## config.mk

```make
export PLATFORM = sky130hd
export DESIGN_NAME = mmio_tx_fifo
export DESIGN_NICKNAME = d
export VERILOG_FILES = /design/src/rtl/mmio_tx_fifo.sv
export SDC_FILE = /design/constraint.sdc
export NUM_CORES = 1
export LEC_CHECK = 0
export BUFFER_PORTS_ARGS = -buffer_cell sky130_fd_sc_hd__clkbuf_2
export CAP_MARGIN = 20
export CORE_UTILIZATION = 65
export CTS_CLUSTER_SIZE = 28
export DETAILED_ROUTE_END_ITERATION = 10
export GPL_TIMING_DRIVEN = 0
export PLACE_DENSITY = 0.95
export RECOVER_POWER = 100
export SETUP_SLACK_MARGIN = 0.3
export SLEW_MARGIN = 20
export SYNTH_ARGS = -nofsm -noshare
export SYNTH_HDL_FRONTEND = slang
export SYNTH_SLANG_ARGS = --single-unit
```

## constraint.sdc

```tcl
create_clock -name clk -period 14.34 [get_ports clk]
set_input_delay 0 -clock clk [delete_from_list [all_inputs] [get_ports clk]]
set_output_delay 0 -clock clk [all_outputs]
set_load 0.03 [all_outputs]
```

## src/rtl/mmio_tx_fifo.sv

```systemverilog
// CPU-facing register window feeding a first-word-fall-through transmit FIFO.
// The CPU pushes words through TXDATA, and a valid/ready consumer drains them.
module mmio_tx_fifo #(
    parameter logic [13:0] BASE_ADDR = 14'h3FF0,
    parameter int          DEPTH     = 16,
    parameter int          AW        = 4
) (
    input  logic        clk,
    input  logic        rst,
    input  logic        write_en,
    input  logic [13:0] addr,
    input  logic [31:0] data_in,
    output logic [31:0] data_out,
    output logic        hit,
    output logic        m_valid,
    output logic [31:0] m_data,
    input  logic        m_ready
);

    typedef struct packed {
        logic [15:0] rsvd_hi;
        logic [7:0]  count;
        logic [4:0]  rsvd_lo;
        logic        ovf;
        logic        full;
        logic        empty;
    } status_t;

    localparam logic [AW:0] FULL_CNT = (AW+1)'(DEPTH);

    logic [31:0]   mem [DEPTH];
    logic [AW-1:0] wr_ptr, rd_ptr;
    logic [AW:0]   count;
    logic          ovf;

    logic          sel;
    logic [1:0]    off;
    logic          empty, full, pop, push_req, push_ok, flush, clr_ovf;
    status_t       st;
    logic [31:0]   rd_val;

    // 15-bit compare so a window at the very top of the space does not wrap.
    assign sel = ({1'b0, addr} >= {1'b0, BASE_ADDR}) &&
                 ({1'b0, addr} <= ({1'b0, BASE_ADDR} + 15'd3));
    assign off = addr[1:0] - BASE_ADDR[1:0];

    assign empty    = (count == '0);
    assign full     = (count == FULL_CNT);
    assign m_valid  = ~empty;
    assign m_data   = mem[rd_ptr];
    assign pop      = m_valid && m_ready;
    assign push_req = write_en && sel && (off == 2'd0);
    assign push_ok  = push_req && (!full || pop);
    assign flush    = write_en && sel && (off == 2'd2) && data_in[0];
    assign clr_ovf  = write_en && sel && (off == 2'd1) && data_in[2];

    always_comb begin
        st = '{rsvd_hi: '0, count: 8'(count), rsvd_lo: '0,
               ovf: ovf, full: full, empty: empty};
        rd_val = '0;
        if (off == 2'd1)
            rd_val = st;
    end

    always_ff @(posedge clk or posedge rst) begin
        if (rst) begin
            data_out <= '0;
            hit      <= 1'b0;
            wr_ptr   <= '0;
            rd_ptr   <= '0;
            count    <= '0;
            ovf      <= 1'b0;
        end else begin
            data_out <= sel ? rd_val : '0;
            hit      <= sel;

            if (clr_ovf)
                ovf <= 1'b0;
            else if (push_req && !push_ok)
                ovf <= 1'b1;

            // Flush wins over a same-cycle pop; it cannot coincide with a push.
            if (flush) begin
                wr_ptr <= '0;
                rd_ptr <= '0;
                count  <= '0;
            end else begin
                if (push_ok)
                    wr_ptr <= wr_ptr + 1'b1;
                if (pop)
                    rd_ptr <= rd_ptr + 1'b1;
                case ({push_ok, pop})
                    2'b10:   count <= count + 1'b1;
                    2'b01:   count <= count - 1'b1;
                    default: ;
                endcase
            end
        end
    end

    // Storage is intentionally left out of reset.
    always_ff @(posedge clk) begin
        if (push_ok)
            mem[wr_ptr] <= data_in;
    end

endmodule

```

=== Word level (Yosys, flattened, before mapping) ===
Memory sizes are Yosys's and may differ from the RTL's.
Index checks and enable logic that the tools add are counted.

* Word-level logic and storage cells: 50
* RAM bits: 512
* Memories: 1
* Flip-flop bits (word level): 47
* Input bits: 50

{| class="wikitable"
|+ Memory list
! name !! depth !! bits a word !! rd ports !! clocked after memory_dff !! write ports !! RTL line !! source
|-
| mem || 16 || 32 || 1 || 0 || 1 || 31 || <nowiki>logic [31:0] mem [DEPTH];</nowiki>
|}

* Order comparisons: 2
* Equal/unequal tests: 5
* Bitwise logic cells: 1
* Multiplexer cells: 12
* Reductions and logical operators: 19
* Add/subtract/negate cells: 4

{| class="wikitable"
|+ Operators with widths
! kind !! count
|-
| $mux W32 || 1
|-
| $mux W4 || 4
|-
| $ge A14 B14 Y1 const B || 1
|-
| $le A14 B14 Y1 const B || 1
|-
| $mux W13 || 1
|-
| $logic_and A1 B1 Y1 || 10
|-
| $pmux W5 S2 || 1
|-
| $add A4 B1 Y4 const B || 2
|-
| $reduce_bool A2 Y1 || 3
|-
| $add A5 B1 Y5 const B || 1
|-
| $eq A5 B5 Y1 const B || 1
|-
| $logic_not A5 Y1 || 1
|-
| $mux W5 || 1
|-
| $sub A5 B1 Y5 const B || 1
|-
| $eq A2 B1 Y1 const B || 2
|-
| $eq A2 B2 Y1 const B || 2
|-
| $mux W1 || 4
|-
| $reduce_bool A3 Y1 || 1
|-
| $logic_not A1 Y1 || 2
|-
| $logic_not A2 Y1 || 1
|-
| $logic_or A1 B1 Y1 || 1
|-
| $not A1 Y1 || 1
|}

=== Logic depth before layout (Yosys ltp) ===
Gate-level depths: netlist of the first run.

* Depth in word-level cells: 9
* Gate-level depth with buffers: 10
* Mapped depth without buffers: 9

=== Least setup slack after synthesis of the first run ===
No wires, ideal clock.

* Path type: register -> register
* Start: reg count[0]
* End: mem mem[11][0], enable pin
* Arrival time: 4.257 ns
* Period minus slack after synthesis: 4.759 ns
* Stages on the path, launching flop included: 7
* Buffers on the path: 2
* Slack: 9.581 ns
* Data required time: 13.838 ns
* Cells stage by stage: dfrtp_1 or4_1 buf_2 or2_1 nand3_1 buf_2 nor4_1

* Longest elaborated chain between the ends: 7
* Elaborated cells on any way between the ends: 9
* Those cells by class: eq/ne (1); mux (2); bitwise (1); reduce/logical (5)

{| class="wikitable"
|+ RTL lines
! item !! RTL line !! source
|-
| start: declaration || 33 || <nowiki>logic [AW:0] count;</nowiki>
|-
| start signal: assignment || 93 || <nowiki>2'b10: count <= count + 1'b1;</nowiki>
|-
| start signal: assignment || 94 || <nowiki>2'b01: count <= count - 1'b1;</nowiki>
|-
| $logic_not A5 Y1 || 47 || <nowiki>assign empty = (count == '0);</nowiki>
|-
| $not A1 Y1 || 49 || <nowiki>assign m_valid = ~empty;</nowiki>
|-
| $logic_and A1 B1 Y1 || 51 || <nowiki>assign pop = m_valid && m_ready;</nowiki>
|-
| $logic_or A1 B1 Y1 * || 53 || <nowiki>assign push_ok = push_req && (!full || pop);</nowiki>
|-
| $logic_and A1 B1 Y1 * || 53 ||
|-
| $mux W1 * || 103 || <nowiki>if (push_ok)</nowiki>
|-
| $mux W1 (not written as such) * || 104 || <nowiki>mem[wr_ptr] <= data_in;</nowiki>
|-
| end: declaration || 31 ||
|}

Mark *: on every way between the ends. The rest lies on a longest branch, timed or not.

=== Worst setup path in the final report of the first run ===
* Start: in addr[7]
* End: mem mem[15][11], enable pin

* Longest elaborated chain between the ends: 7
* Elaborated cells on any way between the ends: 8
* Those cells by class: order compare (2); mux (2); reduce/logical (4)

{| class="wikitable"
|+ RTL lines
! item !! RTL line !! source
|-
| start: declaration || 11 || <nowiki>input logic [13:0] addr,</nowiki>
|-
| $ge A14 B14 Y1 / $le A14 B14 Y1 (equally long branches) || 43, 44 ||
|-
| $logic_and A1 B1 Y1 * || 43 || <nowiki>assign sel = ({1'b0, addr} >= {1'b0, BASE_ADDR}) &&</nowiki>
|-
| via sel || 36 || <nowiki>logic sel;</nowiki>
|-
| $logic_and A1 B1 Y1 * (2 in series) || 52 || <nowiki>assign push_req = write_en && sel && (off == 2'd0);</nowiki>
|-
| $logic_and A1 B1 Y1 * || 53 ||
|-
| $mux W1 * || 103 ||
|-
| $mux W1 (not written as such) * || 104 ||
|}

Mark *: on every way through the listed nets, which the timed path passes. The rest lies on a longest branch.

==> flow_summary_export.csv, run 1 <==
group,metric,value,unit
synth,synth_fa_ha_area_share,0.640,%
synth,synthCells,877,
job,maxCapViolCount,12,
synth,async_flop_share,4.30,%
synth,synth_most_common_cell,"edfxtp_1",
synth,yosysSeqAreaShare,76.9,%
sta,tightest_slew,2.39,ns
die,die_y,181,um
sta,fin_tns_setup,0,ns
clock_network,numCtsBuffers,49,
place,place.gp.congestion,0.768,
drt,routed_wl,57200,um
synth,yosysWarnings,0,
synth,netlist_top_cells_area,"edfxtp_1 (74%), mux4_2 (17%), dfrtp_1 (2.8%)",
drt,via_count,11428,
synth,syn_area,0.0207,mm^2
die,core-area,0.0315,mm^2
synth,yosys.cell_types.count,43,
synth,yosys.area_share.simple,1.98,%
clock_network,clock-sinks,535,
synth,synth-seq-cells,535,
sta,max_freq,187,MHz
synth,synth_top_family_by_area,"multiplexers",
synth,synthXorXnorAreaFrac,0.380,%
place,post-place-ws,10.88,ns
sta,slew_headroom,-59.8,%
synth,synth_top_area_share,74.2,%
die,start_util,65.9,%
power_and_ir_drop,fin_total_pwr,4.46,mW
drt,antenna_left,0,
clock_network,clockRootBuffer,"clkbuf_16",
global_route,first_global_vias,11918,
clock_network,cts_max_path_buffers,3,
worst_setup_path,crit_type,"in2reg",
final_layout,area_delta_synth_final,16.0,%
global_route,grt_max_degree,24,
global_route,grt_pass1_wl,82100,um
synth,synth_edf_count,512,
synth,synth_flop_cell,"edfxtp_1",
worst_setup_path,endpoint_kind,"flop",
synth,synth_top_area_cell,"edfxtp_1",
worst_setup_path,crit_fanout,18,
power_and_ir_drop,power_leakage,7.76,nW
clock_network,h-tree-depth,2,
place,place_inst,1472,
drt,wl_per_cell,35.6,um
sta,finalWorstSetupSlack,8.99,ns
worst_setup_path,worstPathRequired,14.50,ns
outcome,status,"finished with violations",
synth,postSynthAreaPerCell,23.6,um^2
power_and_ir_drop,p_per_area,186,mW/mm^2
sta,setup_viol,0,
place,dp_hpwl,32600,um
sta,whs,0.0241,ns
drt,via_per_inst,7.12,
clock_network,cts_setup_buffers,0,
die,dieArea,0.0326,mm^2
die,die_w,181,um
global_route,grt_overflow,0,
final_layout,drive_above_1_share,24.4,%
sta,hold_viol_final,0,
worst_hold_path,hp-class,"in2reg",
place,dpl-instance-area,0.0224,mm^2
synth,yosys-top-cells-count,"edfxtp_1 (512), mux4_2 (160), buf_4 (24), dfrtp_1 (23), clkbuf_1 (19)",
sta,period_minus_slack,5.35,ns
place,portBuffers,90,
synth,synthMuxAreaShare,17.7,%
sta,grt_setup_unrepaired,"false",
final_layout,instances_no_fill,1606,
die,ios,116,
drt,drc,0,
final_layout,nets,1226,
outcome,violations,"capacitance limit, slew limit",
clock_network,cts.reportedPaths.clkPinSlew,0.07,ns
synth,synth_compound_area_share,0.398,%
worst_setup_path,worstPathArrival,5.51,ns
die,row_count,65,
global_route,grt.total_usage,36.5,%
sta,drv_slew,148,
sta,layout_worst_path_cycle_share,37.3,%
worst_setup_path,start_kind,"input port",
sta,skew,0.0207,ns
drt,drt-initial-drc-count,1883,
final_layout,finish.utilization,76.4,%
drt,firstDrtPassIters,5,
clock_network,tritoncts,"yes",
power_and_ir_drop,peakVddDrop,0.157,mV
final_layout,final_area,0.0240,mm^2
global_route,antenna_found_initial,1,
clock_network,clock_latency,0.57,ns
[routing by layer]
metal / vias up / global-route usage [%] / part of all wire (%)
met3: 247 / 6.97 / 11
li1: 4250 / - / -
met1: 5795 / 46.5 / 32
met4: 0 / 19.7 / 6.1
met5: - / 0 / 0
met2: 1136 / 60.6 / 51
[where the power goes]
group	internal [mW]	total [mW]	switching, mW	leakage, nW
clock	0.777	1.37	0.591	0.793
combinational	0.559	1.35	0.794	2.07
sequential	1.72	1.74	0.0182	4.89
total	3.06	4.46	1.40	7.76
[logic make-up after synthesis]
group / after synthesis
AOI/OAI and AO/OA: 12
adders and majority gates: 10
and+or+nand+nor: 66
DFF: 535
muxes: 166
xor gates and xnor gates: 9
other: 1
buffers and inverters: 78
[worst max-delay path, cell delays in order]
cell and delay (ns):
dlygate4sd3_1 0.52, clkbuf_1 0.16, nand4bb_4 0.11, dlygate4sd3_1 0.60, nor3_1 0.42, nand3_1 0.34, or3_1 0.48, nor2_1 1.77
clkbuf_1 1.09
[state kept, by name (all words and copies together) (netlist names)]
register,cells
rd_ptr,4
data_out,8
ovf,1
wr_ptr,4
count,5
mem,512
hit,1
[what timing repair did]
item                                   CTS  global route
gates resized for setup                  0             0
hold buffers                            44             0
endpoints found under the hold margin  541             0
[worst paths after layout]
path	startpoint	endpoint	slack, ns	cells past startpoint
min reg2reg	ovf	data_out[2]	0.53	1
max	addr[7]	mem[15][11]	8.99	9
min in group asynchronous	rst	rd_ptr[3]	0.06	3
max in group asynchronous	rst	hit	13.82	3
max reg2reg	count[0]	mem[15][11]	9.36	7
min	addr[10]	wr_ptr[0]	0.02	6
[area by class of cell]
cell class | instances | area [um^2]
flip-flops and latches | 535 | 16000
fillers | 1596 | 7440
multi-input cells | 287 | 4440
clock buffers | 62 | 1320
repair buffers | 215 | 1110
well taps | 402 | 503
plain buffers | 68 | 367
clock inverters | 26 | 305
inverters | 10 | 37.5
diodes | 1 | 2.50
[cells in the final DEF (no fill, tap or decap), types with 8 or more instances in the layout]
| cell type | count |
|---|---|
| ha_1 | 9 |
| clkbuf_1 | 186 |
| clkinv_1 | 9 |
| nor2_1 | 15 |
| dlygate4sd3_1 | 44 |
| clkinv_2 | 8 |
| dfrtp_1 | 23 |
| clkbuf_16 | 51 |
| nor4_1 | 13 |
| clkbuf_2 | 19 |
| inv_1 | 9 |
| buf_4 | 24 |
| edfxtp_1 | 512 |
| mux4_2 | 160 |
| conb_1 | 24 |
| buf_2 | 16 |
Power figures use the tool's default switching activity.
==> run 2: changes to the inputs <==
--- a/config.mk
+++ b/config.mk
@@ -7,11 +7,11 @@
 export LEC_CHECK = 0
 export BUFFER_PORTS_ARGS = -buffer_cell sky130_fd_sc_hd__clkbuf_2
 export CAP_MARGIN = 20
-export CORE_UTILIZATION = 65
+export CORE_UTILIZATION = 60
 export CTS_CLUSTER_SIZE = 28
 export DETAILED_ROUTE_END_ITERATION = 10
 export GPL_TIMING_DRIVEN = 0
-export PLACE_DENSITY = 0.95
+export PLACE_DENSITY = 0.9
 export RECOVER_POWER = 100
 export SETUP_SLACK_MARGIN = 0.3
 export SLEW_MARGIN = 20
==> constraint.sdc (replaced) <==
create_clock -name clk -period 5 [get_ports clk]
set_input_delay 0 -clock clk [delete_from_list [all_inputs] [get_ports clk]]
set_output_delay 0 -clock clk [all_outputs]
set_load 0.03 [all_outputs]
==> flow_summary_export.csv, run 2 (synthesized netlist as in run 1, its figures left out) <==
group,metric,value,unit
drt,drt-initial-drc-count,1583,
clock_network,h-tree-depth,2,
sta,drv_slew,19,
job,maxCapViolCount,2,
die,core-area,0.0338,mm^2
die,ios,116,
clock_network,clockRootBuffer,"clkbuf_16",
final_layout,drive_above_1_share,25.3,%
sta,fin_tns_setup,0,ns
sta,tightest_slew,2.28,ns
clock_network,cts.reportedPaths.clkPinSlew,0.06,ns
sta,layout_worst_path_cycle_share,86.4,%
sta,period_minus_slack,4.32,ns
power_and_ir_drop,p_seq_share,39.4,%
drt,firstDrtPassIters,5,
sta,skew,0.0138,ns
power_and_ir_drop,pwr-share-comb,30.3,%
clock_network,clock-sinks,535,
sta,hold_viol_final,1,
worst_hold_path,min_to,"wr_ptr[3]",
final_layout,largest_reg_flops,512,
clock_network,cts_setup_buffers,0,
final_layout,final_common_cell,"edfxtp_1",
global_route,first_global_vias,11408,
worst_setup_path,worstPathRequired,5.21,ns
power_and_ir_drop,peakVddDrop,0.321,mV
global_route,grt_max_degree,24,
die,dieArea,0.0353,mm^2
power_and_ir_drop,p_int,8.77,mW
global_route,grt.total_usage,30.8,%
power_and_ir_drop,switching_power,3.91,mW
power_and_ir_drop,fin_total_pwr,12.7,mW
worst_setup_path,crit_start,"addr[6]",
drt,via_count,11058,
final_layout,area_delta_synth_final,17.3,%
final_layout,reg_top3,"mem (512), data_out (8), count (5)",
final_layout,antennaDiodeCount,0,
clock_network,tritoncts,"yes",
die,die_y,188,um
die,die_w,188,um
worst_hold_path,min_from,"addr[10]",
sta,slew_headroom,-52.7,%
worst_setup_path,ff2ff_setup_slack,1.01,ns
power_and_ir_drop,p_clk_share,30.3,%
sta,whs,-0.0169,ns
worst_setup_path,crit_fanout,10,
sta,grt_setup_unrepaired,"false",
worst_setup_path,start_kind,"input port",
drt,wl_per_cell,32.0,um
worst_setup_path,r2r-end,"mem[7][14]",
clock_network,clock_latency,0.56,ns
worst_setup_path,endpoint_kind,"flop",
power_and_ir_drop,power_leakage,7.89,nW
global_route,grt_overflow,0,
drt,routed_wl,53200,um
die,row_count,67,
clock_network,cts_max_path_buffers,3,
final_layout,layout_common_cells,"edfxtp_1 (512), clkbuf_1 (181), mux4_2 (160), clkbuf_16 (51), dlygate4sd3_1 (44)",
sta,max_freq,231,MHz
final_layout,regMostFlops,"mem",
power_and_ir_drop,p_per_area,521,mW/mm^2
worst_hold_path,hold_depth,4,
drt,drc,0,
worst_hold_path,hp-class,"in2reg",
clock_network,numCtsBuffers,51,
power_and_ir_drop,sw_frac_of_total,30.9,%
place,place.gp.congestion,0.756,
worst_setup_path,worstPathArrival,4.53,ns
die,start_util,61.4,%
final_layout,nets,1236,
place,dp_hpwl,32200,um
global_route,antenna_found_initial,0,
outcome,status,"finished with violations",
worst_setup_path,r2r-start,"count[0]",
drt,antenna_left,0,
worst_setup_path,worst-r2r-cell-count,9,
worst_setup_path,crit_type,"in2reg",
outcome,violations,"hold timing, capacitance limit, slew limit",
drt,via_per_inst,6.65,
global_route,grt_pass1_wl,76600,um
sta,setup_viol,0,
place,portBuffers,90,
## run 2: cell count changes in the layout (fill, tap and decap cells not counted), sizes merged
| cell | change |
|---|---|
| clkbuf | -3 |
| clkinv | +2 |
| buf | +15 |
| bufinv | -1 |
| clkinvlp | -1 |
| diode | -1 |
## run 2: worst max path at each step
stage | to | slack [ns] | cells after the start
after floorplan | mem[11][0] | 0.24 | 6
after global placement | mem[10][18] | -3.42 | 6
after detailed placement | mem[9][18] | 1.71 | 10
after CTS | count[4] | 1.46 | 13
after global routing | mem[2][16] | 0.61 | 11
final | mem[7][14] | 0.68 | 11
## run 2: layer usage
metal | routed length [um] | vias to the layer above | track usage, %
li1 | - | 4280 | -
met3 | 5380 | 190 | 5.47
met5 | 0 | - | 0
met1 | 18100 | 5643 | 39.3
met4 | 2710 | 0 | 13.2
met2 | 27000 | 945 | 52.6
## run 2: layout make-up
type	instances	area [um^2]
buffer	68	368
clock buffer	66	1360
clock inverter	26	269
fill	1908	9460
inverter	10	37.5
multi-input combinational	287	4460
sequential	535	16000
tap	448	561
timing repair buffer	223	1320
## run 2: worst max-delay path, cell delays in order
cell and delay, ns:
dlygate4sd3_1 0.52, clkbuf_1 0.14, nand4bb_4 0.10, dlygate4sd3_1 0.63, nor3_1 0.40, nand3_1 0.31, clkbuf_1 0.30, nor4_1 0.70
clkbuf_1 0.52, clkbuf_1 0.51, clkbuf_1 0.39
## run 2: per-stage QoR
stage | worst slack [ns] | std cells | util, % | instance area, um^2
4_1_cts | 1.46 | 1663 | 73.0 | 24700
3_5_place_dp | 1.71 | 1527 | 66.8 | 22600
2_1_floorplan | 0.241 | 900 | - | 20800
5_1_grt | 0.605 | 1663 | 72.0 | 24300
6_report | 0.679 | 1663 | 72.0 | 24300
3_3_place_gp | -3.42 | 1438 | 64.6 | 21800
## run 2: repair_timing
action,in CTS,in global routing
gates resized for setup,0,0
hold endpoints to repair,542,0
hold buffers,44,0
## run 2: power by group through the flow
stage	Sequential, mW	Clock, mW	Combinational [mW]
3_3_place_gp	5.08	0	3.63
2_1_floorplan	5.07	0	2.74
3_5_place_dp	5.09	0	3.76
5_1_grt	5.00	4.00	3.98
4_1_cts	4.99	3.85	3.90
6_report	5.00	3.84	3.85
==> run 3: changes to the inputs <==
--- a/config.mk
+++ b/config.mk
@@ -12,7 +12,7 @@
 export DETAILED_ROUTE_END_ITERATION = 10
 export GPL_TIMING_DRIVEN = 0
 export PLACE_DENSITY = 0.9
-export RECOVER_POWER = 100
+export RECOVER_POWER = 50
 export SETUP_SLACK_MARGIN = 0.3
 export SLEW_MARGIN = 20
 export SYNTH_ARGS = -nofsm -noshare
==> flow_summary_export.csv, run 3 (synthesized netlist as in run 1, its figures left out) <==
group,metric,value,unit
final_layout,largest_reg_flops,512,
final_layout,finish.utilization,72.8,%
sta,tightest_slew,1.10,ns
worst_setup_path,endpoint_kind,"flop",
drt,routed_wl,53000,um
worst_hold_path,hold_depth,4,
drt,drc,0,
global_route,grt_max_degree,24,
worst_setup_path,worst-r2r-cell-count,11,
worst_setup_path,start_kind,"input port",
global_route,first_global_vias,11408,
drt,wl_met3,5250,um
clock_network,clock-sinks,535,
place,portBuffers,90,
power_and_ir_drop,p_per_area,518,mW/mm^2
sta,setup_viol,0,
worst_setup_path,ff2ff_setup_slack,1.45,ns
die,row_count,67,
clock_network,tritoncts,"yes",
sta,whs,-0.0173,ns
final_layout,instances_no_fill,1663,
final_layout,reg_top3,"mem (512), data_out (8), count (5)",
die,core-area,0.0338,mm^2
die,start_util,61.4,%
worst_setup_path,crit_fanout,10,
sta,grt_setup_unrepaired,"false",
final_layout,area_delta_synth_final,18.6,%
worst_setup_path,worstPathRequired,5.25,ns
worst_setup_path,r2r-start,"count[1]",
sta,slew_headroom,26.9,%
outcome,violations,"hold timing",
die,dieArea,0.0353,mm^2
global_route,grt_pass1_wl,76600,um
sta,fin_tns_setup,0,ns
sta,period_minus_slack,3.68,ns
worst_hold_path,hp-class,"in2reg",
worst_setup_path,crit_type,"in2reg",
place,place.gp.congestion,0.756,
clock_network,cts.reportedPaths.clkPinSlew,0.06,ns
final_layout,drive_above_1_share,35.1,%
final_layout,regMostFlops,"mem",
drt,wl_per_cell,31.9,um
drt,wl_met2,27000,um
power_and_ir_drop,power_leakage,8.31,nW
worst_setup_path,worstPathArrival,3.93,ns
job,maxCapViolCount,0,
die,die_y,188,um
clock_network,cts_resized,0,
drt,top_layer_used,"met4",
final_layout,antennaDiodeCount,0,
clock_network,numCtsBuffers,51,
global_route,grt_overflow,0,
worst_setup_path,r2r-end,"count[4]",
drt,via_count,11025,
sta,layout_worst_path_cycle_share,73.6,%
final_layout,nets,1236,
worst_hold_path,min_from,"addr[10]",
drt,firstDrtPassIters,5,
final_layout,n_fill_cell,1809,
final_layout,final_common_cell,"edfxtp_1",
clock_network,clockRootBuffer,"clkbuf_16",
drt,wl_met1,18300,um
drt,drt-initial-drc-count,1533,
drt,via_per_inst,6.63,
sta,drv_slew,0,
sta,hold_viol_final,1,
outcome,status,"finished with violations",
final_layout,register_area,0.0160,mm^2
final_layout,layout_common_cells,"edfxtp_1 (512), mux4_2 (160), buf_2 (82), clkbuf_1 (74), clkbuf_16 (51)",
die,ios,116,
sta,max_freq,272,MHz
clock_network,h-tree-depth,2,
clock_network,clock_latency,0.56,ns
die,die_w,188,um
power_and_ir_drop,peakVddDrop,0.335,mV
final_layout,multi_input_area,0.00455,mm^2
global_route,grt.total_usage,30.8,%
sta,skew,0.0130,ns
worst_hold_path,min_to,"wr_ptr[3]",
place,dp_hpwl,32200,um
global_route,antenna_found_initial,0,
place,place_inst,1527,
drt,antenna_left,0,
clock_network,cts_max_path_buffers,3,
-- run 3: how the worst max path moves through the flow --
stage                         from     endpoint  slack [ns]  cells past startpoint
after floorplan           count[0]   mem[11][0]        0.24                      6
after global placement    count[0]  mem[10][18]       -3.42                      6
after detailed placement  count[0]   mem[9][18]        1.71                     10
after CTS                  addr[6]     count[4]        1.46                     13
after global routing       addr[6]     count[4]        1.19                     13
final                      addr[6]   mem[9][20]        1.32                     12
-- run 3: cell type report --
type	count	share of cell area [%]
Sequential cell	535	64.9
Multi-Input combinational cell	287	18.5
Timing Repair Buffer	223	6.05
Clock buffer	66	5.54
Tap cell	448	2.28
Buffer	68	1.50
Clock inverter	26	1.09
Inverter	10	0.153
-- run 3: metal layers --
| metal | track usage, % | vias up |
|---|---|---|
| li1 | - | 4279 |
| met1 | 39.3 | 5673 |
| met2 | 52.6 | 912 |
| met3 | 5.47 | 161 |
| met4 | 13.2 | 0 |
| met5 | 0 | - |
-- run 3: timing repair --
| action | 4_1_cts | 5_1_grt |
|---|---|---|
| buffers inserted | 0 | 0 |
| hold endpoints to repair | 542 | 0 |
| hold buffers | 44 | 0 |
-- run 3: report_power, final --
part | internal, mW | switching, mW | leakage, nW | total [mW]
sequential | 4.94 | 0.0542 | 4.89 | 5.00
combinational | 1.66 | 2.24 | 2.62 | 3.91
clock | 2.22 | 1.62 | 0.800 | 3.84
total | 8.83 | 3.92 | 8.31 | 12.7
-- run 3: worst max-delay path: stages --
cell and delay (ns):
dlygate4sd3_1 0.52, clkbuf_1 0.14, nand4bb_4 0.10, dlygate4sd3_1 0.63, nor3_1 0.40, nand3_1 0.31, buf_2 0.31, nor4_2 0.49
buf_2 0.34, buf_2 0.25, buf_2 0.20, buf_2 0.24
-- run 3: through the flow --
stage | total power [mW] | worst slack, ns | cell area (um^2)
2_1_floorplan | 7.81 | 0.241 | 20800
3_3_place_gp | 8.72 | -3.42 | 21800
3_5_place_dp | 8.85 | 1.71 | 22600
4_1_cts | 12.7 | 1.46 | 24700
5_1_grt | 13.0 | 1.19 | 24600
6_report | 12.7 | 1.32 | 24600
